$ cat config.mk
export PLATFORM = sky130hd
export DESIGN_NAME = rf_write_arbiter
export DESIGN_NICKNAME = d
export VERILOG_FILES = /design/src/rtl/rf_arb_pkg.sv /design/src/rtl/rf_arb_age_counter.sv /design/src/rtl/rf_write_arbiter.sv
export SDC_FILE = /design/constraint.sdc
export NUM_CORES = 1
export LEC_CHECK = 0
export CORE_ASPECT_RATIO = 1.2
export CORE_UTILIZATION = 28
export DETAILED_ROUTE_END_ITERATION = 12
export GPL_TIMING_DRIVEN = 1
export PLACE_DENSITY = 0.77
export SYNTH_ARGS = -nofsm -noshare
export SYNTH_HDL_FRONTEND = slang
export SYNTH_SLANG_ARGS = --single-unit
$ cat constraint.sdc
create_clock -name clock -period 1.4 [get_ports clock]
set_input_delay 0.28 -clock clock [delete_from_list [all_inputs] [get_ports clock]]
set_output_delay 0.28 -clock clock [all_outputs]
set_load 0.005 [all_outputs]
$ cat src/rtl/rf_arb_pkg.sv
// Shared constants for the register-file write-port arbiter.
package rf_arb_pkg;

  localparam int unsigned RF_ADDR_WIDTH = 5;
  localparam int unsigned RF_DATA_WIDTH = 32;

  // Hard-wired zero register; writes to it are consumed but never enabled.
  localparam logic [4:0] REG_ZERO = 5'd0;

  // Requester slots, in fixed-priority order.
  localparam int unsigned REQ_ALU    = 0;
  localparam int unsigned REQ_LOAD   = 1;
  localparam int unsigned REQ_MULDIV = 2;

endpackage : rf_arb_pkg

$ cat src/rtl/rf_arb_age_counter.sv
// Per-requester saturating wait counter; flags the requester as starved once
// it has been denied MAX_WAIT arbitration cycles in a row.
module rf_arb_age_counter #(
  parameter int unsigned MAX_WAIT = 4
) (
  input  logic clock,
  input  logic reset_n,
  input  logic hold,
  input  logic valid,
  input  logic ready,
  output logic starved
);

  localparam int unsigned CNT_W = $clog2(MAX_WAIT) + 1;

  logic [CNT_W-1:0] cnt;

  // Count denied cycles; clear on grant or idle, freeze while held.
  always_ff @(posedge clock) begin
    if (!reset_n) begin
      cnt <= '0;
    end else if (!valid || ready) begin
      cnt <= '0;
    end else if (!hold && (cnt < CNT_W'(MAX_WAIT))) begin
      cnt <= cnt + CNT_W'(1);
    end
  end

  assign starved = (cnt >= CNT_W'(MAX_WAIT));

endmodule : rf_arb_age_counter

$ cat src/rtl/rf_write_arbiter.sv
// Register-file write-port arbiter: fixed-priority (lowest index wins) grant
// of one writeback requester per cycle, registered write outputs, and $zero
// write suppression. Define RF_ARB_AGING_EN to add per-requester wait
// counters that promote a requester denied for MAX_WAIT cycles.
module rf_write_arbiter
  import rf_arb_pkg::*;
#(
  parameter int unsigned NUM_REQ    = 3,
  parameter int unsigned DATA_WIDTH = RF_DATA_WIDTH,
  parameter int unsigned ADDR_WIDTH = RF_ADDR_WIDTH,
  parameter int unsigned MAX_WAIT   = 4
) (
  input  logic                            clock,
  input  logic                            reset_n,
  input  logic                            hold,
  input  logic [NUM_REQ-1:0]              req_valid,
  input  logic [NUM_REQ*ADDR_WIDTH-1:0]   req_addr,
  input  logic [NUM_REQ*DATA_WIDTH-1:0]   req_data,
  output logic [NUM_REQ-1:0]              req_ready,
  output logic                            wr_en,
  output logic [ADDR_WIDTH-1:0]           wr_addr,
  output logic [DATA_WIDTH-1:0]           wr_data,
  output logic [1:0]                      wr_src
);

  // Reject configurations the 2-bit source index or counters cannot express.
  if (NUM_REQ < 2 || NUM_REQ > 4 || MAX_WAIT < 1) begin : g_bad_param
    $error("rf_write_arbiter: NUM_REQ must be 2..4 and MAX_WAIT >= 1");
  end

  logic [NUM_REQ-1:0]    starved;
  logic [NUM_REQ-1:0]    starved_valid;
  logic                  found;
  logic                  xfer;
  logic [ADDR_WIDTH-1:0] sel_addr;
  logic [DATA_WIDTH-1:0] sel_data;
  logic [1:0]            sel_src;

`ifdef RF_ARB_AGING_EN
  // One wait counter per requester.
  for (genvar g = 0; g < NUM_REQ; g++) begin : g_age
    rf_arb_age_counter #(
      .MAX_WAIT (MAX_WAIT)
    ) u_age (
      .clock   (clock),
      .reset_n (reset_n),
      .hold    (hold),
      .valid   (req_valid[g]),
      .ready   (req_ready[g]),
      .starved (starved[g])
    );
  end
`else
  assign starved = '0;
`endif

  // Grant select: lowest starved requester if any, else lowest valid one.
  always_comb begin
    req_ready     = '0;
    found         = 1'b0;
    starved_valid = starved & req_valid;
    if (reset_n && !hold) begin
      for (int i = 0; i < NUM_REQ; i++) begin
        if (!found && ((|starved_valid) ? starved_valid[i] : req_valid[i])) begin
          req_ready[i] = 1'b1;
          found        = 1'b1;
        end
      end
    end
  end

  // Mux the granted requester's payload.
  always_comb begin
    xfer     = |req_ready;
    sel_addr = '0;
    sel_data = '0;
    sel_src  = '0;
    for (int i = 0; i < NUM_REQ; i++) begin
      if (req_ready[i]) begin
        sel_addr = req_addr[i*ADDR_WIDTH +: ADDR_WIDTH];
        sel_data = req_data[i*DATA_WIDTH +: DATA_WIDTH];
        sel_src  = 2'(i);
      end
    end
  end

  // Write-port register: one-cycle enable pulse, payload held between writes.
  always_ff @(posedge clock) begin
    if (!reset_n) begin
      wr_en   <= 1'b0;
      wr_addr <= '0;
      wr_data <= '0;
      wr_src  <= '0;
    end else begin
      wr_en <= xfer && (sel_addr != ADDR_WIDTH'(REG_ZERO));
      if (xfer) begin
        wr_addr <= sel_addr;
        wr_data <= sel_data;
        wr_src  <= sel_src;
      end
    end
  end

endmodule : rf_write_arbiter

Word level (Yosys, flattened, before mapping)
Cells that the tools add are included.
{"block": "op_classes", "n_eq_ne": 0, "n_reduce_logical": 9, "n_mul": 0, "bitwise_logic": 0, "n_div": 0, "magnitude_cmp": 0, "n_addsub": 0, "n_mux": 15, "shifts": 0}
{"op": "32-bit two-way mux", "count": 3}
{"op": "5-bit two-way mux", "count": 3}
{"op": "1-bit two-way mux", "count": 7}
{"op": "5-bit nonzero test", "count": 1}
{"op": "1-bit logical AND", "count": 4}
{"op": "1-bit zero test", "count": 3}
{"op": "3-bit two-way mux", "count": 1}
{"op": "3-bit OR reduction", "count": 1}
{"op": "2-bit two-way mux", "count": 1}
{"block": "totals", "memories": 0, "word_cells": 28, "output_inout_bits": 43, "ram_bits": 0, "register_bits": 40, "romBits": 0, "latch_bits": 0, "in_bits": 117}

Longest topological paths before layout
Gate-level depths: netlist (run 1).
{"block": "depth", "depth_word": 16, "depth_mapped": 7}

Worst setup path before layout (run 1)
OpenSTA, ideal clock, no wires.
{"block": "synth_path", "kind": "input -> register", "startpoint": "input port reset_n", "endpoint": "register wr_en", "arrival_time_ns": 1.282, "path_slack_ns": -0.021, "t_required_ns": 1.261, "cell_stages": 7, "cell_sequence": "nor2b_4 and3_4 buf_6 buf_6 a222oi_1 and3_1 nand3_1"}
{"block": "synth_via", "elab_chain_len": 7, "word_cells_on_any_way": 8, "classes_between": "mux: 4; reduce/logical: 4"}
{"element": "start: declaration", "line": "rf_write_arbiter.sv:14", "rtl": "input logic reset_n,"}
{"element": "1-bit logical AND", "line": "rf_write_arbiter.sv:62", "rtl": "if (reset_n && !hold) begin"}
{"element": "3-bit two-way mux", "line": "rf_write_arbiter.sv:62"}
{"element": "5-bit two-way mux (3 in a row)", "line": "rf_write_arbiter.sv:79", "rtl": "if (req_ready[i]) begin"}
{"element": "5-bit nonzero test", "line": "rf_write_arbiter.sv:95", "rtl": "wr_en <= xfer && (sel_addr != ADDR_WIDTH'(REG_ZERO));"}
{"element": "1-bit logical AND", "line": "rf_write_arbiter.sv:95"}
{"element": "end signal: assignment", "line": "rf_write_arbiter.sv:95"}
{"element": "end: declaration", "line": "rf_write_arbiter.sv:20", "rtl": "output logic wr_en,"}
Several ways; a longest one is shown, not always the timed one.
A chain may end at the register's enable or synchronous reset.

Worst setup path in the final report (run 1)
Same ends and word-level chain as after synthesis.

==> impl_metrics.csv, run 1 <==
group,metric,value,unit
outcome,outcome,"finished, violations left",
outcome,failed_checks,"negative setup slack",
critical_path,crit_path_end_kind,"flop",
timing,rsz0062_at_grt,"yes",
yosys,ys_ff_latch,40,
yosys,syn_avg_cell_area,9.466,sq um
critical_path,critPathLaunchType,"input pin",
yosys,synth.top_cell.area_share,45.98,%
timing,min_period_over_period,100.7,%
critical_path,crit_arrival,1580,ps
pwr,internal-power,2587,uW
clock_network,cts-root-buf,"clkbuf_8",
yosys,synth_largest_area_cell,"dfxtp_1",
final_layout,fillers,539,
timing,skew,0,ps
floorplanning,num_rows,31,
pwr,swShare,20.38,%
timing,finalSetupViolCount,1,
yosys,synth_sequential_area_ratio,45.98,%
pwr,clockPowerShare,40.3,%
clock_network,cts_inserted_buffers,5,
place,hpwl,5144,um
yosys,synthCells,184,
timing,slew_violations,0,
detailed_routing,drc,0,
timing,fmax,0.7091,GHz
pwr,pwr-share-seq,38.5,%
job,maxCapViolations,0,
critical_path,slowest_delay,350,ps
floorplanning,start_util,28.97,%
global_routing,grt_pass1_wl,9811,um
clock_network,cts-htree-levels,2,
timing,slew_headroom,75.48,%
detailed_routing,route.antenna.remaining_nets,0,
final_layout,drive_above_1_share,14.29,%
global_routing,use_met2,37.36,%
yosys,synth_edf_count,0,
place,port_buffers,159,
pwr,switchingPower,662.4,uW
yosys,synth.top_cells.by_area,"dfxtp_1 46%, a222oi_1 21%, nand2_1 12%",
clock_network,cts_tree,"done",
clock_network,clockBufferDepth,2,
global_routing,grt_pass1_vias,2100,
timing,min_period,1410,ps
global_routing,grt-ovfl-total,0,
timing,worstMarginPinSlew,367.7,ps
timing,whs,438.6,ps
critical_path,crit_path_cell_trace,"buf_6, nor2b_4, buf_6, and3b_4, buf_8, a222oi_1, and3_1, nand3_1",
global_routing,antenna_found_initial,0,
critical_path,worstSetupPathType,"in -> reg",
critical_path,cp-startpoint,"reset_n",
floorplanning,core,6012,sq um
global_routing,met1_usage,20.87,%
yosys,synth_cell_types,21,
yosys,async_flop_share,0,%
floorplanning,ioPinCount,160,
critical_path,reg2reg_depth,3,
final_layout,seq_area,809.5,sq um
final_layout,final_core_util,61.66,%
timing,setup_tns,-10.32,ps
detailed_routing,wl,6597,um
critical_path,crit_top_cell,"buf_6",
detailed_routing,firstDrtPassIters,6,
yosys,syn-num-nets,301,
detailed_routing,wire_per_inst,15.03,um
critical_path,regToRegEndpoint,"wr_src[0]",
global_routing,met3_usage,6.150,%
final_layout,multi_input_area,838.3,sq um
floorplanning,dieArea,6541,sq um
place,dp.cells,427,
critical_path,crit_fanout,5,
final_layout,syn_to_final_growth,112.9,%
worst_hold_path,hold_end,"wr_data[20]",
floorplanning,die_h,88.40,um
timing,timing_hold_violations_final,0,
global_routing,top_usage_layer,"met2",
yosys,syn_area,1742,sq um
critical_path,cp.required,1570,ps
critical_path,crit_path_top_delay_cell,"a222oi_1",
pwr,power_density,876.6,nW/um^2
clock_network,clkTransAtPathRegs,80,ps
critical_path,r2r_slack,620,ps
floorplanning,die_w,74.00,um
yosys,ys_warn_count,0,
detailed_routing,vias,2190,
final_layout,final_cells,439,
pwr,p_comb_share,21.2,%
clock_network,clk_latency,290,ps
yosys,synth_ff_type,"dfxtp_1",
final_layout,nets,473,
final_layout,antenna-diode-count,0,
clock_network,cts_num_sinks,40,
worst_hold_path,hold_start,"wr_data[20]",
detailed_routing,via_per_inst,4.989,
timing,fin_ws,-10.32,ps
worst_hold_path,holdPathStages,2,
pwr,peakVddDrop,0.5064,mV
place,routabilityCongestion,0.7015,
yosys,synth_most_common_cell,"nand2_1",
yosys,yosys-top-cells-count,"54 x nand2_1, 40 x dfxtp_1, 37 x a222oi_1",
worst_hold_path,hold_path.class,"reg -> reg",
pwr,p_leak,0.001675,uW
global_routing,grtUsageTotal,19.79,%
critical_path,r2r-start,"wr_src[0]",
global_routing,grt_max_degree,24,
detailed_routing,drt_iter0_markers,189,
[layout make-up]
class                           count  share of cell area [%]
Sequential cell                    40                   21.84
Clock inverter                      3                   2.430
Clock buffer                        5                   1.856
Tap cell                           82                   2.767
Timing Repair Buffer              185                   48.50
Multi-Input combinational cell    124                   22.61
[layout by cell type, fill, tap and decap left out, drive strengths merged]
| cell type | synthesis | layout |
|---|---|---|
| nand2 | 54 | 54 |
| dlymetal6s2s | 0 | 4 |
| nor2b | 1 | 1 |
| clkdlybuf4s50 | 0 | 111 |
| a222oi | 37 | 37 |
| nor2 | 1 | 1 |
| o31ai | 1 | 1 |
| nor3 | 1 | 1 |
| and2 | 2 | 2 |
| or2 | 1 | 1 |
| bufinv | 0 | 3 |
| nand3 | 1 | 1 |
| dlygate4sd2 | 0 | 39 |
| dfxtp | 40 | 40 |
| clkbuf | 6 | 5 |
| clkdlybuf4s15 | 0 | 1 |
| a21boi | 21 | 21 |
| buf | 14 | 30 |
| and3 | 2 | 2 |
| and3b | 1 | 1 |
| a21o | 1 | 1 |
[metrics by stage]
step	setup WS, ps	total power [uW]	cell area, sq um
after floorplan	0.07827	1450	1752
after global placement	-611.9	1993	3498
after detailed placement	-635.9	2007	3498
after CTS	-28.73	3279	3674
after global routing	-76.79	3396	3707
final	-10.32	3250	3707
[power groups by stage]
| stage | clock, uW | combinational (uW) | sequential (uW) |
|---|---|---|---|
| after floorplan | 0 | 163 | 1290 |
| after global placement | 0 | 718 | 1280 |
| after detailed placement | 0 | 727 | 1280 |
| after CTS | 1340 | 690 | 1250 |
| after global routing | 1390 | 742 | 1260 |
| final | 1310 | 688 | 1250 |
[state kept, by name, summed over array words and instances (netlist names)]
signal / count
wr_addr: 5
wr_data: 32
wr_en: 1
wr_src: 2
[logic make-up (layout without fill, tap and decap cells)]
logic type / count (synthesis) / count (layout) / synth area share (%)
AND/OR/NAND/NOR: 64 / 64 / 16.16
AO/OA/AOI/OAI: 60 / 60 / 31.18
buffers and inverters: 20 / 193 / 6.680
flip-flops: 40 / 40 / 45.98
[worst max path at each step]
stage / to / cells after the start
floorplan: wr_en / 6
global placement: wr_en / 7
detailed placement: wr_en / 7
CTS: wr_en / 8
global route: wr_en / 8
finish: wr_en / 8
[worst max-delay path, delay by kind of cell]
family | cells | cell delay, ps
AOI/OAI and AO/OA | 1 | 350
buffers and inverters | 3 | 340
and+or+nand+nor | 4 | 610
[metal layers]
metal,part of all wire [%],up-vias
li1,-,1053
met1,37,1042
met2,53,86
met3,8.5,9
met4,1.3,0
met5,0,-
[repair_timing]
item | 4_1_cts | 5_1_grt
setup endpoints to repair | 83 | 25
endpoints found under the hold margin | 0 | 0
hold buffers | 0 | 0
resized for setup | 70 | 12
pin swaps | 8 | 4
setup buffers | 2 | 1
cloned | 1 | 0
Note: power is estimated with default switching activity, not from simulation.
==> run 2: changes to the inputs <==
Settings changed: GPL_ROUTABILITY_DRIVEN set to 0, PLACE_DENSITY 0.77 to 0.88.
==> run 2 against run 1 <==
  * The flow still finishes with violations (negative setup slack)
  * Sequential power is essentially flat
  * Clock power shrank 23%
  * Combinational power is essentially flat
  * Final area shrank 1.8%
  * Via count grew 1.6%
  * Sequential share of layout area grew 0.25 points
  * Flip-flop and latch count is the same
  * First-iteration DRC count grew 2.1%
  * Fmax shrank 0.93%
  * Core utilization shrank 1.1 points
  * Highest routed layer unchanged
==> impl_metrics.csv, run 2 (same netlist as run 1, synthesis figures left out) <==
group,metric,value,unit
critical_path,cp.required,1570,ps
timing,fmax,0.7025,GHz
clock_network,cts_num_sinks,40,
global_routing,antenna_found_initial,0,
detailed_routing,route.antenna.remaining_nets,0,
timing,fin_ws,-23.50,ps
worst_hold_path,hold_end,"wr_data[31]",
detailed_routing,drt_iter0_markers,193,
final_layout,antenna-diode-count,0,
worst_hold_path,hold_path.class,"reg -> reg",
detailed_routing,drc,0,
detailed_routing,via_per_inst,5.057,
final_layout,fillers,542,
floorplanning,ioPinCount,160,
pwr,power_density,810.9,nW/um^2
global_routing,top_usage_layer,"met2",
final_layout,multi_input_area,829.5,sq um
clock_network,clk_latency,280,ps
global_routing,grt_pass1_vias,2166,
timing,timing_hold_violations_final,0,
critical_path,crit_path_top_delay_cell,"a222oi_1",
final_layout,syn_to_final_growth,109.1,%
final_layout,nets,474,
pwr,finalPower,2953,uW
critical_path,regToRegEndpoint,"wr_src[0]",
global_routing,grtUsageTotal,20.71,%
timing,finalSetupViolCount,1,
critical_path,crit_top_cell,"buf_6",
clock_network,cts-htree-levels,2,
clock_network,clkTransAtPathRegs,80,ps
global_routing,met3_usage,4.100,%
detailed_routing,firstDrtPassIters,7,
timing,min_period_over_period,101.7,%
critical_path,reg2reg_depth,3,
place,dp.cells,427,
global_routing,met1_usage,22.38,%
outcome,failed_checks,"negative setup slack",
timing,min_period,1424,ps
timing,slew_violations,0,
worst_hold_path,hold_start,"wr_data[31]",
floorplanning,num_rows,31,
critical_path,crit_arrival,1590,ps
place,hpwl,5403,um
floorplanning,dieArea,6541,sq um
detailed_routing,wl,6901,um
final_layout,seq_area,804.5,sq um
pwr,clockPowerShare,34.3,%
final_layout,top_regs,"wr_data (32), wr_addr (5), wr_src (2)",
critical_path,crit_fanout,6,
job,maxCapViolations,0,
pwr,p_comb_share,23.3,%
clock_network,cts-root-buf,"clkbuf_8",
floorplanning,start_util,28.97,%
final_layout,largest_reg_flops,32,
floorplanning,die_h,88.40,um
critical_path,crit_path_cell_trace,"clkdlybuf4s15_2, and3b_4, buf_6, buf_6, a222oi_1, and3_1, nand3_1",
timing,worstMarginPinSlew,378.4,ps
worst_hold_path,holdPathStages,2,
place,port_buffers,159,
final_layout,final_cells,440,
detailed_routing,vias,2225,
critical_path,critPathLaunchType,"input pin",
pwr,pwr-share-seq,42.4,%
critical_path,crit_path_end_kind,"flop",
timing,slew_headroom,74.77,%
critical_path,crit_buf_inv,3,
floorplanning,core,6012,sq um
final_layout,mostFrequentLayoutCell,"clkdlybuf4s50_1",
critical_path,worstSetupPathType,"in -> reg",
critical_path,path_delay_family,"simple AND/OR/NAND/NOR gates",
critical_path,r2r-start,"wr_src[0]",
pwr,swShare,21.45,%
pwr,switchingPower,633.4,uW
pwr,p_leak,0.001650,uW
floorplanning,die_w,74.00,um
clock_network,cts_tree,"done",
clock_network,ctsHoldBuffers,0,
clock_network,cts_inserted_buffers,5,
timing,setup_tns,-23.50,ps
final_layout,final_core_util,60.58,%
clock_network,clockBufferDepth,2,
detailed_routing,wire_per_inst,15.68,um
timing,whs,438.6,ps
final_layout,largest_register,"wr_data",
global_routing,grt_pass1_wl,10200,um
final_layout,drive_above_1_share,13.97,%
critical_path,critical_path_depth,7,
outcome,outcome,"finished, violations left",
pwr,internal-power,2320,uW
final_layout,final_cell_mix,"111 x clkdlybuf4s50_1, 54 x nand2_1, 39 x dlygate4sd2_1",
global_routing,grt-ovfl-total,0,
pwr,peakVddDrop,0.5121,mV
global_routing,use_met2,38.84,%
timing,skew,0,ps
timing,rsz0062_at_grt,"yes",
critical_path,r2r_slack,620,ps
critical_path,slowest_delay,380,ps
global_routing,grt_max_degree,24,
[run 2: cell count changes in the layout (fill, tap and decap cells not counted), sizes merged]
cell	previous run	this run
dlymetal6s2s	4	3
buf	30	31
bufinv	3	1
clkbuf	5	8
[run 2: final cells by class]
| class | instances | area share [%] |
|---|---|---|
| clock inverter | 1 | 0.8245 |
| clock buffer | 7 | 2.645 |
| tap | 82 | 2.817 |
| timing repair buffer | 186 | 48.85 |
| sequential | 40 | 22.09 |
| multi-input combinational | 124 | 22.78 |
[run 2: worst reg2reg max path, stage by stage, from the launching register on]
cell     delay (ps)
dfxtp_1         320
nand2_1          50
nor3_1           40
or2_2           270
[run 2: worst max path at each step]
| stage | from | endpoint | slack (ps) |
|---|---|---|---|
| after CTS | wr_data[23] | wr_data[23] | 1 |
| final | req_valid[1] | wr_en | -20 |
| after global routing | reset_n | wr_en | -40 |
| after global placement | hold | wr_en | -570 |
| after detailed placement | hold | wr_en | -640 |
| after floorplan | reset_n | wr_en | 0.08 |
[run 2: metal layers]
metal,vias to the layer above,routed length [um]
met5,-,0
met3,14,494
met4,0,140
met1,1041,2630
li1,1057,-
met2,113,3635
[run 2: timing repair]
item / 4_1_cts / 5_1_grt
buffers inserted: 5 / 0
gates resized for setup: 67 / 9
hold endpoints to repair: 0 / 0
endpoints found under the setup margin: 80 / 19
pin swaps: 5 / 10
[run 2: power by group through the flow]
stage               Clock [uW]  Sequential, uW  Combinational [uW]
global placement             0            1280                 718
CTS                       1050            1250                 693
finish                    1010            1250                 688
detailed placement           0            1280                 734
floorplan                    0            1290                 163
global route              1100            1260                 738
[run 2: stage by stage]
stage	instance area [sq um]	setup WS [ps]
after floorplan	1752	0.07827
after global placement	3515	-568.5
after detailed placement	3515	-639.1
after CTS	3632	1.233
after global routing	3642	-42.58
final	3642	-23.50
